===== src/rtl/text_mode_pkg.sv =====
// Shared types and constants for the text-mode display: cell geometry,
// read-return tags and the host access state machine encoding.
package text_mode_pkg;
    localparam int CELLS  = 2000;
    localparam int ADDR_W = 11;
    localparam int CHR_W  = 8;

    typedef enum logic [1:0] {NONE, DISP, HOST} tag_e;
    typedef enum logic [1:0] {IDLE, WR_PEND, RD_PEND} host_state_e;

    // One cursor step with wrap-around over the visible cell range.
    function automatic logic [ADDR_W-1:0] cursor_step(input logic [ADDR_W-1:0] cur,
                                                      input logic              up);
        if (up) return (cur == ADDR_W'(CELLS - 1)) ? '0 : cur + 1'b1;
        else    return (cur == '0) ? ADDR_W'(CELLS - 1) : cur - 1'b1;
    endfunction
endpackage


===== src/rtl/screen_ram_sched_if.sv =====
// Display-fetch and screen-RAM signals seen by the scheduler; the scheduler
// uses the slave view, the fetch logic plus RAM use the master view.
interface screen_ram_sched_if;
    import text_mode_pkg::*;

    logic              disp_req_i;
    logic [ADDR_W-1:0] disp_addr_i;
    logic              disp_valid_o;
    logic [CHR_W-1:0]  disp_data_o;
    logic [ADDR_W-1:0] ram_addr_o;
    logic [CHR_W-1:0]  ram_data_o;
    logic              ram_wren_o;
    logic [CHR_W-1:0]  ram_q_i;

    modport master (
        output disp_req_i, disp_addr_i, ram_q_i,
        input  disp_valid_o, disp_data_o, ram_addr_o, ram_data_o, ram_wren_o
    );
    modport slave (
        input  disp_req_i, disp_addr_i, ram_q_i,
        output disp_valid_o, disp_data_o, ram_addr_o, ram_data_o, ram_wren_o
    );
endinterface


===== src/rtl/btn_edge_sync.sv =====
// Purpose: 2-flop synchronizer for a raw button level plus rising-edge pulse.
// Latency: pulse is high in the 2nd cycle after the first sampling edge.
// Backpressure: none; one 1-cycle pulse per rising edge of the raw level.
module btn_edge_sync (
    input  logic clk,
    input  logic rst_i,
    input  logic raw,
    output logic pulse
);
    logic [2:0] sr;

    always_ff @(posedge clk) begin
        if (rst_i) sr <= '0;
        else       sr <= {sr[1:0], raw};
    end

    assign pulse = sr[1] & ~sr[2];
endmodule


===== src/rtl/screen_ram_sched.sv =====
// Purpose: shares the single-port screen RAM between display fetch and host write/readback; owns the cursor.
// Latency: display data valid RAM_LAT cycles after request; host write issue >= 1 cycle after latch.
// Backpressure: display always wins; host accesses wait for a display-idle cycle, stalls flagged sticky.
module screen_ram_sched
    import text_mode_pkg::*;
#(
    parameter int RAM_LAT     = 1,
    parameter int STALL_LIMIT = 255
) (
    input  logic               clk,
    input  logic               rst_i,
    screen_ram_sched_if.slave  bus,
    input  logic               addr_inc_i,
    input  logic               addr_inc_dir_i,
    input  logic               wren_i,
    input  logic [CHR_W-1:0]   data_sw_i,
    output logic [ADDR_W-1:0]  cursor_o,
    output logic [CHR_W-1:0]   cur_data_o,
    output logic               busy_o,
    output logic               stall_err_o
);
    localparam int                CNT_W = $clog2(STALL_LIMIT + 2);
    localparam logic [CNT_W-1:0]  LIM   = CNT_W'(STALL_LIMIT);

    logic              step, wr;
    host_state_e       state, state_nxt;
    logic              rb_flag, rb_flag_nxt;
    logic              latch_wr, issue_wr, issue_rd;
    logic [ADDR_W-1:0] wr_addr;
    logic [CHR_W-1:0]  wr_data;
    logic [CNT_W-1:0]  stall_cnt;
    logic              host_in_flight;
    tag_e              tag_in;
    tag_e              tag_q [RAM_LAT];
    tag_e              tag_out;

    btn_edge_sync u_step_sync (.clk(clk), .rst_i(rst_i), .raw(addr_inc_i), .pulse(step));
    btn_edge_sync u_wr_sync   (.clk(clk), .rst_i(rst_i), .raw(wren_i),     .pulse(wr));

    always_comb begin
        state_nxt   = state;
        rb_flag_nxt = rb_flag;
        latch_wr    = 1'b0;
        issue_wr    = 1'b0;
        issue_rd    = 1'b0;
        case (state)
            IDLE: begin
                // A write is always followed by a readback, so a coincident step needs no extra read.
                rb_flag_nxt = 1'b0;
                if (wr) begin
                    latch_wr  = 1'b1;
                    state_nxt = WR_PEND;
                end else if (step || rb_flag) begin
                    state_nxt = RD_PEND;
                end
            end
            WR_PEND: begin
                rb_flag_nxt = rb_flag | step;
                if (!bus.disp_req_i) begin
                    issue_wr  = 1'b1;
                    state_nxt = RD_PEND;
                end
            end
            RD_PEND: begin
                rb_flag_nxt = rb_flag | step;
                if (!bus.disp_req_i) begin
                    issue_rd  = 1'b1;
                    state_nxt = IDLE;
                end
            end
            default: state_nxt = IDLE;
        endcase
    end

    always_comb begin
        bus.ram_addr_o = cursor_o;
        tag_in         = NONE;
        if (bus.disp_req_i) begin
            bus.ram_addr_o = bus.disp_addr_i;
            tag_in         = DISP;
        end else if (issue_wr) begin
            bus.ram_addr_o = wr_addr;
        end else if (issue_rd) begin
            tag_in = HOST;
        end
    end

    // Reset is synchronous, so the write must be masked during the reset cycle itself.
    assign bus.ram_wren_o = issue_wr & ~rst_i;
    assign bus.ram_data_o = wr_data;

    always_ff @(posedge clk) begin
        if (rst_i) begin
            state      <= IDLE;
            rb_flag    <= 1'b0;
            cursor_o   <= '0;
            wr_addr    <= '0;
            wr_data    <= '0;
            cur_data_o <= '0;
        end else begin
            state   <= state_nxt;
            rb_flag <= rb_flag_nxt;
            if (latch_wr) begin
                wr_addr <= cursor_o;
                wr_data <= data_sw_i;
            end
            if (step)            cursor_o   <= cursor_step(cursor_o, addr_inc_dir_i);
            if (tag_out == HOST) cur_data_o <= bus.ram_q_i;
        end
    end

    always_ff @(posedge clk) begin
        if (rst_i) begin
            for (int i = 0; i < RAM_LAT; i++) tag_q[i] <= NONE;
        end else begin
            tag_q[0] <= tag_in;
            for (int i = 1; i < RAM_LAT; i++) tag_q[i] <= tag_q[i-1];
        end
    end

    assign tag_out          = tag_q[RAM_LAT-1];
    assign bus.disp_valid_o = (tag_out == DISP);
    assign bus.disp_data_o  = (tag_out == DISP) ? bus.ram_q_i : '0;

    always_comb begin
        host_in_flight = 1'b0;
        for (int i = 0; i < RAM_LAT; i++)
            if (tag_q[i] == HOST) host_in_flight = 1'b1;
    end

    assign busy_o = (state != IDLE) || host_in_flight;

    always_ff @(posedge clk) begin
        if (rst_i) begin
            stall_cnt   <= '0;
            stall_err_o <= 1'b0;
        end else if (state == IDLE || issue_wr || issue_rd) begin
            stall_cnt <= '0;
        end else if (stall_cnt <= LIM) begin
            stall_cnt <= stall_cnt + 1'b1;
            if (stall_cnt == LIM) stall_err_o <= 1'b1;
        end
    end
endmodule


===== src/flat_wrapper.sv =====
// flat-port wrapper written by rule: the top's interface ports become plain ports
module screen_ram_sched_flat import text_mode_pkg::*;
#(
    parameter int RAM_LAT     = 1,
    parameter int STALL_LIMIT = 255
)
  (clk, rst_i, addr_inc_i, addr_inc_dir_i, wren_i, data_sw_i, cursor_o, cur_data_o, busy_o, stall_err_o, bus_disp_req_i, bus_disp_addr_i, bus_ram_q_i, bus_disp_valid_o, bus_disp_data_o, bus_ram_addr_o, bus_ram_data_o, bus_ram_wren_o);
  screen_ram_sched_if bus_i ();
  input  logic clk;
  input  logic rst_i;
  input  logic addr_inc_i;
  input  logic addr_inc_dir_i;
  input  logic wren_i;
  input  logic [CHR_W-1:0] data_sw_i;
  output logic [ADDR_W-1:0] cursor_o;
  output logic [CHR_W-1:0] cur_data_o;
  output logic busy_o;
  output logic stall_err_o;
  input wire logic [$bits(bus_i.disp_req_i)-1:0] bus_disp_req_i;
  input wire logic [$bits(bus_i.disp_addr_i)-1:0] bus_disp_addr_i;
  input wire logic [$bits(bus_i.ram_q_i)-1:0] bus_ram_q_i;
  output wire logic [$bits(bus_i.disp_valid_o)-1:0] bus_disp_valid_o;
  output wire logic [$bits(bus_i.disp_data_o)-1:0] bus_disp_data_o;
  output wire logic [$bits(bus_i.ram_addr_o)-1:0] bus_ram_addr_o;
  output wire logic [$bits(bus_i.ram_data_o)-1:0] bus_ram_data_o;
  output wire logic [$bits(bus_i.ram_wren_o)-1:0] bus_ram_wren_o;
  assign bus_i.disp_req_i = bus_disp_req_i;
  assign bus_i.disp_addr_i = bus_disp_addr_i;
  assign bus_i.ram_q_i = bus_ram_q_i;
  assign bus_disp_valid_o = bus_i.disp_valid_o;
  assign bus_disp_data_o = bus_i.disp_data_o;
  assign bus_ram_addr_o = bus_i.ram_addr_o;
  assign bus_ram_data_o = bus_i.ram_data_o;
  assign bus_ram_wren_o = bus_i.ram_wren_o;
  screen_ram_sched #(.RAM_LAT(RAM_LAT), .STALL_LIMIT(STALL_LIMIT)) u_core (.clk(clk), .rst_i(rst_i), .bus(bus_i), .addr_inc_i(addr_inc_i), .addr_inc_dir_i(addr_inc_dir_i), .wren_i(wren_i), .data_sw_i(data_sw_i), .cursor_o(cursor_o), .cur_data_o(cur_data_o), .busy_o(busy_o), .stall_err_o(stall_err_o));
endmodule

===== config.mk =====
export PLATFORM = sky130hd
export DESIGN_NAME = screen_ram_sched_flat
export DESIGN_NICKNAME = d
export VERILOG_FILES = /design/src/rtl/text_mode_pkg.sv /design/src/rtl/screen_ram_sched_if.sv /design/src/rtl/btn_edge_sync.sv /design/src/rtl/screen_ram_sched.sv /design/src/flat_wrapper.sv
export SDC_FILE = /design/constraint.sdc
export NUM_CORES = 1
export LEC_CHECK = 0
export CAP_MARGIN = 25
export CORE_MARGIN = 2
export CORE_UTILIZATION = 50
export CTS_BUF_LIST = sky130_fd_sc_hd__clkbuf_4 sky130_fd_sc_hd__clkbuf_8
export DETAILED_ROUTE_END_ITERATION = 8
export PLACE_DENSITY = 0.82
export SLEW_MARGIN = 20
export SYNTH_ARGS = -nofsm -noshare
export SYNTH_HDL_FRONTEND = slang
export SYNTH_SLANG_ARGS = --single-unit

===== constraint.sdc =====
create_clock -name clk -period 4.1 [get_ports clk]
set_input_delay 0.82 -clock clk [delete_from_list [all_inputs] [get_ports clk]]
set_output_delay 0.82 -clock clk [all_outputs]
set_load 0.02 [all_outputs]

==> impl_summary.md, run 1 <==
Synth
In the post-synthesis netlist, the biggest area contributors are sky130_fd_sc_hd__dfxtp_1 (38%), sky130_fd_sc_hd__nand2_1 (9.8%), sky130_fd_sc_hd__a21oi_1 (6.1%). After synthesis, the mean cell area works out to 7.66 um2. Counting flops and latches in the post-synthesis netlist gives between 50 and 60. The register area share after synthesis is 0.377. The number of nets produced by synthesis is 450. The top cell type's share of synthesized area is 0.377. For this run, asynchronously set or reset flops after synthesis account for 0. Yosys printed 0 warnings.

Among all flip-flop cells after synthesis, the most frequent one is sky130_fd_sc_hd__dfxtp_1. The gate count of the mapped netlist is between 400 and 500. The number of flops mapped to enable cells by yosys is 0. The cell area that synthesis handed to floorplanning was between 3000 and 4000 um2. The synthesized design spends more area on one cell type than any other, namely sky130_fd_sc_hd__dfxtp_1.

Counting distinct cell types in the post-synthesis netlist gives between 50 and 60.

Clock network
The number of clock buffers added by TritonCTS is 9. The longest clock path from root to sink contains 2 buffers. The total number of clock tree sinks is 59. The source-to-sink clock delay at the later pin of the worst-skew pair is approximately 0.34 ns.

After clock tree synthesis, the repair step resized 0 gates. TritonCTS built the clock tree. The tree is rooted in a sky130_fd_sc_hd__clkbuf_8. After clock tree synthesis, the setup repair step added 0 buffers.

The clock-pin slew on the worst setup and hold paths is about 0.060 ns. In this run, post-CTS hold repair placed 0 buffers. The clock tree synthesis step divided the H-tree into 3 levels.

Min path
The class of the worst hold path is flip-flop to flip-flop.

Die
The die area is just under 7000 um2. After floorplanning, the core was divided into 28 placement rows. The initial utilization of the core area, before any placement, comes to 0.523. The region available for standard cell placement spans between 5000 and 6000 um2. The width of the die is between 80 and 90 um. The die is approximately 83 um tall. The count of boundary I/O pins is slightly above 80.

Detailed routing
Dividing the detail-routed via count by the number of cells gives around 5.6. Wires add up to 7900 um. Dividing the detail-routed wire length by the instance count gives about 14 um. In this run, the number of DRC markers left after iteration 0 of detailed routing was 205. The DRC violations left is 0. For this block, the via count after detailed routing is between 3000 and 4000. The count of nets left with antenna violations once routing finished came out at 0. The length of the first detailed-routing pass in iterations is 5.

STA
The setup TNS is 0 ns. The headroom to the max-slew limit is 0.454. The total of endpoints with negative setup slack in the final report is 0.

Derived from the worst setup path, the maximum achievable clock frequency is 288 MHz. The number of max-slew violations in the final report is 0. The minimum period implied by the final worst setup slack is 3.48 ns. The actual slew at the worst max-slew pin is 0.819 ns. The ratio of final minimum period to clock period is 0.848.

The final setup skew is ~0.0074 ns. The number of hold violations in the final report came to 0. Setup repair after global routing left no endpoint under its margin. The tightest hold margin is ~0.44 ns.

Finish
The core utilization of the finished layout is 0.695. At the end of the flow, the number of nets in the layout was around 520. The number of diodes added for antenna fixing is 0. The synthesis-to-layout area growth is 33.0%. In the final layout, the share of cells above drive strength 1 is 0.0664. The number of standard cells in the final layout excluding fillers is 557.

Worst setup path
The number of buffers and inverters on the critical path is 2. STA puts the critical path data required time at ~3.3 ns. The data arrival time at the worst-slack endpoint is ~2.7 ns. The signal on the critical path passes through clkdlybuf4s50_1, nand2_1, o21ai_0, clkdlybuf4s50_1. The worst setup path is captured at an output port. In this run the worst path has a maximum fanout of 24. The cell type of the slowest stage on the worst timing path is sky130_fd_sc_hd__clkdlybuf4s50_1. The worst setup path is launched from an input port. The cell type with the highest occurrence count on the critical path is sky130_fd_sc_hd__clkdlybuf4s50_1. The setup path with the least slack is of type input port to output port.

In this design, the largest share of critical-path delay is due to buffers and inverters. The delay contributed by the slowest stage of the critical path is roughly 0.97 ns.

Placed design
Input and output buffers added on the ports amount to 82. The half-perimeter wire length of the detailed placement result is 5560 um. Routability-driven placement finished with a final weighted congestion of ~0.89. Once placement completed, the tool counted placed cells totaling around 540.

Global routing
The aggregate global-route resource usage is 0.231. The number of global-route vias before repair is between 2000 and 3000. The initial antenna violation count is 0. The pin count of the biggest net entering global routing is 54. The aggregate global routing overflow is 0. The first global-routing pass estimated ~13000 um of wire.

Outcome
The flow ran to the end, and the final reports show no timing, DRC or antenna violations.

Job
Across the run, the number of max-cap violations was 0.

Power
Of the total power, the share spent switching nets is 0.273. The share of total power in sequential cells is 0.420. Of the total power, combinational logic draws 0.196. The relative contribution of the clock network to total power is 0.385. The analysis attributes to net switching a power of 404 uW. In this run the power density over the cells is between 300 and 400 nW/um2.

The internal power component is between 1 and 1.5 mW. The worst-case vdd ir drop is roughly 0.21 mV. Summed over all cells, the static leakage comes to between 1 and 1.5 nW.
==> layer usage <==
metal	global-route usage	vias to the layer above	share of wire
met5	0	-	0
met4	0.0924	0	0.015
met3	0.0487	16	0.068
met2	0.385	126	0.48
met1	0.292	1439	0.44
li1	-	1558	-
==> flip-flops by register name, summed over array words and instances (netlist names) <==
register,cells
u_core.rb_flag,1
u_core.stall_err_o,1
u_core.stall_cnt,9
u_core.u_wr_sync.sr,3
u_core.cursor_o,11
u_core.tag_q,2
u_core.u_step_sync.sr,3
u_core.state,2
u_core.cur_data_o,8
u_core.wr_addr,11
u_core.bus.ram_data_o,8
==> power groups by stage <==
stage | registers [mW] | clock network [mW] | logic, mW
floorplan | 0.633 | 0 | 0.171
global placement | 0.631 | 0 | 0.284
detailed placement | 0.633 | 0 | 0.288
CTS | 0.620 | 0.576 | 0.290
global route | 0.624 | 0.600 | 0.317
finish | 0.621 | 0.569 | 0.289
==> layout by cell type, fill, tap and decap left out, types with 4 or more instances in the layout <==
cell type and count:
sky130_fd_sc_hd__nor3_1 9, sky130_fd_sc_hd__mux2i_1 13, sky130_fd_sc_hd__a211oi_1 4, sky130_fd_sc_hd__or3_1 8, sky130_fd_sc_hd__dfxtp_1 59, sky130_fd_sc_hd__clkbuf_8 9
sky130_fd_sc_hd__buf_4 4, sky130_fd_sc_hd__clkinv_2 4, sky130_fd_sc_hd__clkdlybuf4s50_1 81, sky130_fd_sc_hd__xor2_1 4, sky130_fd_sc_hd__a21oi_1 38, sky130_fd_sc_hd__nor2_1 30
sky130_fd_sc_hd__nand3_1 5, sky130_fd_sc_hd__o31ai_1 5, sky130_fd_sc_hd__nand2_1 82, sky130_fd_sc_hd__inv_1 11, sky130_fd_sc_hd__ha_1 8, sky130_fd_sc_hd__and2_1 8
sky130_fd_sc_hd__o21ai_0 32, sky130_fd_sc_hd__nor2b_1 11
==> path summary, 6_finish.rpt <==
kind	endpoint	from	slack [ns]	cells past startpoint
setup reg to reg	u_core.cursor_o[1]	u_core.cursor_o[0]	1.83	7
setup / recovery	bus_ram_addr_o[0]	bus_disp_req_i	0.62	4
hold reg to reg	u_core.u_step_sync.sr[1]	u_core.u_step_sync.sr[0]	0.44	1
hold / removal	u_core.u_step_sync.sr[1]	u_core.u_step_sync.sr[0]	0.44	1
==> metrics by stage <==
step	setup slack, ns	power [mW]	area [um2]
after global placement	0.678	0.915	3950
after global routing	0.449	1.54	4160
after floorplan	1.45	0.805	3130
after CTS	0.607	1.49	4160
final	0.624	1.48	4160
after detailed placement	0.601	0.921	3950
==> logic make-up after synthesis <==
| kind of cell | count (synthesis) | share of synthesized area |
|---|---|---|
| flops | 59 | 0.377 |
| simple gates | 184 | 0.293 |
| mux | 13 | 0.0415 |
| buf+inv | 40 | 0.0527 |
| xor+xnor | 4 | 0.0112 |
| fa+ha+maj | 8 | 0.0320 |
| compound gates | 101 | 0.192 |
==> cell usage after synthesis, types with 4 or more instances <==
library cell and number:
sky130_fd_sc_hd__a211oi_1 4, sky130_fd_sc_hd__a21oi_1 38, sky130_fd_sc_hd__and2_1 8, sky130_fd_sc_hd__clkbuf_1 21, sky130_fd_sc_hd__dfxtp_1 59, sky130_fd_sc_hd__ha_1 8, sky130_fd_sc_hd__inv_1 11, sky130_fd_sc_hd__mux2i_1 13
sky130_fd_sc_hd__nand2_1 82, sky130_fd_sc_hd__nand3_1 5, sky130_fd_sc_hd__nor2_1 30, sky130_fd_sc_hd__nor2b_1 11, sky130_fd_sc_hd__nor3_1 9, sky130_fd_sc_hd__nor3b_1 4, sky130_fd_sc_hd__o21ai_0 32, sky130_fd_sc_hd__o31ai_1 5
sky130_fd_sc_hd__or3_1 8, sky130_fd_sc_hd__xor2_1 4
==> area by class of cell <==
class,instances,area [um2]
multi-input combinational,310,1790
sequential,59,1180
inverter,11,41.3
clock inverter,6,80.1
tap,75,93.8
timing repair buffer,86,846
clock buffer,10,131
fill,486,1830
No activity file was read; power rests on OpenSTA's default activity.
==> run 2: changes to the inputs <==
--- a/config.mk
+++ b/config.mk
@@ -7,10 +7,10 @@
 export LEC_CHECK = 0
 export CAP_MARGIN = 25
 export CORE_MARGIN = 2
-export CORE_UTILIZATION = 50
+export CORE_UTILIZATION = 45
 export CTS_BUF_LIST = sky130_fd_sc_hd__clkbuf_4 sky130_fd_sc_hd__clkbuf_8
 export DETAILED_ROUTE_END_ITERATION = 8
-export PLACE_DENSITY = 0.82
+export PLACE_DENSITY = 0.78
 export SLEW_MARGIN = 20
 export SYNTH_ARGS = -nofsm -noshare
 export SYNTH_HDL_FRONTEND = slang
==> constraint.sdc (replaced) <==
create_clock -name clk -period 3.1 [get_ports clk]
set_input_delay 0.62 -clock clk [delete_from_list [all_inputs] [get_ports clk]]
set_output_delay 0.62 -clock clk [all_outputs]
set_load 0.02 [all_outputs]
==> run 2 against run 1 <==
  * Hold slack worse by 0.0060 ns
  * Cell count increased by 2.0%
  * Clock skew rose by 0.0020 ns
  * Via count fell by 0.41%
  * First-iteration DRC count is 16% lower
  * Core utilization shrank 6.8 points
  * Power rose by 35%
  * Sequential power increased by 32%
  * Die area grew 11%
  * Register-to-register slack got worse by 0.96 ns
  * Non-clock buffer count increased by 6
  * Highest routed layer unchanged
==> impl_summary.md, run 2 (synthesized netlist as in run 1, its figures left out) <==
Detailed routing
The routed layout has around 3100 vias. The violation count after the first detailed-routing iteration is ~170. The routed design has about 7900 um of wire.

The length of the first detailed-routing pass in iterations is 5. Dividing the detail-routed via count by the number of cells gives ~5.5. The DRC violations left is 0. Once detail routing completed, the nets flagged for antenna violations numbered 0. The routed length per placed instance is roughly 14 um.

Power
The part of the power in combinational logic is 0.193. In this run the power density over the cells is around 470 nW/um2. Internal power comes to between 1 and 1.5 mW. The analysis attributes to cell leakage a power of around 1.5 nW. Of the total power, the clock network draws 0.397.

The share of total power in sequential cells is 0.410. Of the total power, the share spent switching nets is 0.264. Summed over all nets, the switching power comes to 527 uW. The worst-case vdd ir drop is approximately 0.23 mV.

Finish
The net count of the finished layout is 524. The largest registers in the layout are u_core.cursor_o x11, u_core.wr_addr x11, u_core.stall_cnt x9. In the final layout, the share of cells above drive strength 1 is 0.0779. The commonest non-fill, non-tap cell in the layout is sky130_fd_sc_hd__nand2_1. The core utilization of the finished layout is 0.627. Compared with the post-synthesis result, the final layout area differs by 35.2%. The number of antenna diodes in the final layout is 0. In the layout the commonest cells are sky130_fd_sc_hd__nand2_1 (82), sky130_fd_sc_hd__clkdlybuf4s50_1 (81), sky130_fd_sc_hd__dfxtp_1 (59). Once layout is complete, the cells apart from fillers number about 570.

Die
The core footprint is approximately 6800 um2. The width of the die is about 87 um. The height of the chip is approximately 90 um. After floorplanning, the core was divided into 30 placement rows.

The initial core utilization is 0.464. The die covers around 7600 um2. In this run the count of I/O pins placed on the die edge is between 80 and 90.

Placed design
The number of placed cells counting well taps is 552. Routability-driven placement finished with a final weighted congestion of ~0.91. The port buffer count is roughly 80. Detailed placement finished with a half-perimeter wire length of between 5000 and 6000 um.

STA
The number of hold violations in the final report is 0. The actual slew at the worst max-slew pin is a little under 0.8 ns. Setup repair after global routing left no endpoint under its margin. The final setup skew is approximately 0.0094 ns. Summed over all failing endpoints, the final setup total negative slack is 0 ns. Headroom to the max-slew limit came out at 0.470.

The maximum achievable frequency is between 300 and 400 MHz. The ratio of final minimum period to clock period is 0.941. The number of max-slew violations in the final report is 0. Setup violations remaining at the end of the flow were counted as 0. The worst path needs ~2.9 ns of the cycle, external delays included.

Worst setup path
The worst setup path is of the flip-flop to output port kind. The worst setup path is launched from a flip-flop. The signal on the critical path passes through inv_1, ha_1, buf_4, mux2i_1, o21ai_0, clkdlybuf4s50_1. The data required time of the worst path is 2.48 ns. The largest delay contributor family on the critical path is buffers and inverters. The capturing element type of the critical path is an output port. The largest individual stage delay along the critical path comes from the cell sky130_fd_sc_hd__clkdlybuf4s50_1. The number of buffers and inverters on the critical path is 3. In this design, the stage delay of the slowest critical-path cell is ~0.65 ns.

STA puts the critical path data arrival time at 2.30 ns. The critical-path maximum fanout is 12.

Clock network
Clock latency on the worst-skew pair, taken at its later pin, is between 0.3 and 0.4 ns. The root buffer cell chosen for the clock tree is sky130_fd_sc_hd__clkbuf_8. The number of buffers inserted during clock tree synthesis is 9. CTS saw 59 sinks. The CTS H-tree depth is 3.

TritonCTS built the clock tree. The number of setup buffers added after CTS is 0. After clock tree synthesis, the flow added hold-fix buffers numbering 0. Gates resized during post-CTS repair numbered 0. The maximum count of clock buffers along a single path is 2.

Clock-pin slew was measured on the worst setup and hold paths at around 0.070 ns.

Global routing
Entering global routing, the biggest net connects 54 pins. The initial antenna violation count is 0. Global routing finished with a remaining overflow of 0. The first global-routing pass estimated between 10000 and 15000 um of wire. The aggregate global-route resource usage is 0.210.

The number of global-route vias before repair is between 2000 and 3000.

Job
The number of max-capacitance violations reported is 0.

Min path
The tightest min-delay check is of the flip-flop to flip-flop type.

Outcome
The flow ran to the end, and the final reports show no timing, DRC or antenna violations.
run 2: cell types whose count changed in the layout (fill, tap and decap cells not counted), sizes merged:
cell      previous run  this run
buf                  5        11
clkinvlp             0         1
clkbuf              10        12
clkinv               4         1
run 2: layer usage:
| metal | GRT usage | routed length, um | part of all wire |
|---|---|---|---|
| met3 | 0.0540 | 560 | 0.070 |
| met1 | 0.261 | 3510 | 0.44 |
| met2 | 0.353 | 3720 | 0.47 |
| met4 | 0.0727 | 159 | 0.020 |
| met5 | 0 | 0 | 0 |
run 2: stage by stage:
stage                     area (um2)  power, mW  worst slack, ns  hold slack, ns
after global routing            4240       2.10           0.0734           0.458
after floorplan                 3130       1.06            0.653           0.414
final                           4240       2.00            0.182           0.436
after CTS                       4240       2.02            0.203           0.437
after detailed placement        4000       1.22            0.298           0.429
after global placement          4000       1.21            0.356           0.420
run 2: final cells by class:
cell class | count | area, um2
well taps | 80 | 100
repair buffers | 92 | 891
multi-input cells | 310 | 1790
fillers | 598 | 2520
flip-flops and latches | 59 | 1180
clock buffers | 12 | 159
inverters | 11 | 41.3
clock inverters | 4 | 72.6
run 2: power groups by stage:
stage	registers, mW	clock network (mW)	logic [mW]
after floorplan	0.838	0	0.226
after global placement	0.834	0	0.380
after detailed placement	0.836	0	0.387
after CTS	0.819	0.813	0.389
after global routing	0.824	0.848	0.424
final	0.820	0.794	0.387
run 2: worst register-to-register path, stage by stage, from the launching register on:
cell and delay, ns:
sky130_fd_sc_hd__dfxtp_1 0.40, sky130_fd_sc_hd__inv_1 0.14, sky130_fd_sc_hd__ha_1 0.21, sky130_fd_sc_hd__or3b_4 0.43
sky130_fd_sc_hd__nor4_4 0.41, sky130_fd_sc_hd__nor2_2 0.07, sky130_fd_sc_hd__and3_4 0.19, sky130_fd_sc_hd__a2111oi_2 0.27
run 2: final timing paths:
check / to / cells after the start / slack, ns / from
max: bus_ram_addr_o[5] / 6 / 0.18 / u_core.state[1]
min: u_core.u_wr_sync.sr[1] / 1 / 0.44 / u_core.u_wr_sync.sr[0]
max reg2reg: u_core.cursor_o[1] / 7 / 0.87 / u_core.cursor_o[0]
min reg2reg: u_core.u_wr_sync.sr[1] / 1 / 0.44 / u_core.u_wr_sync.sr[0]
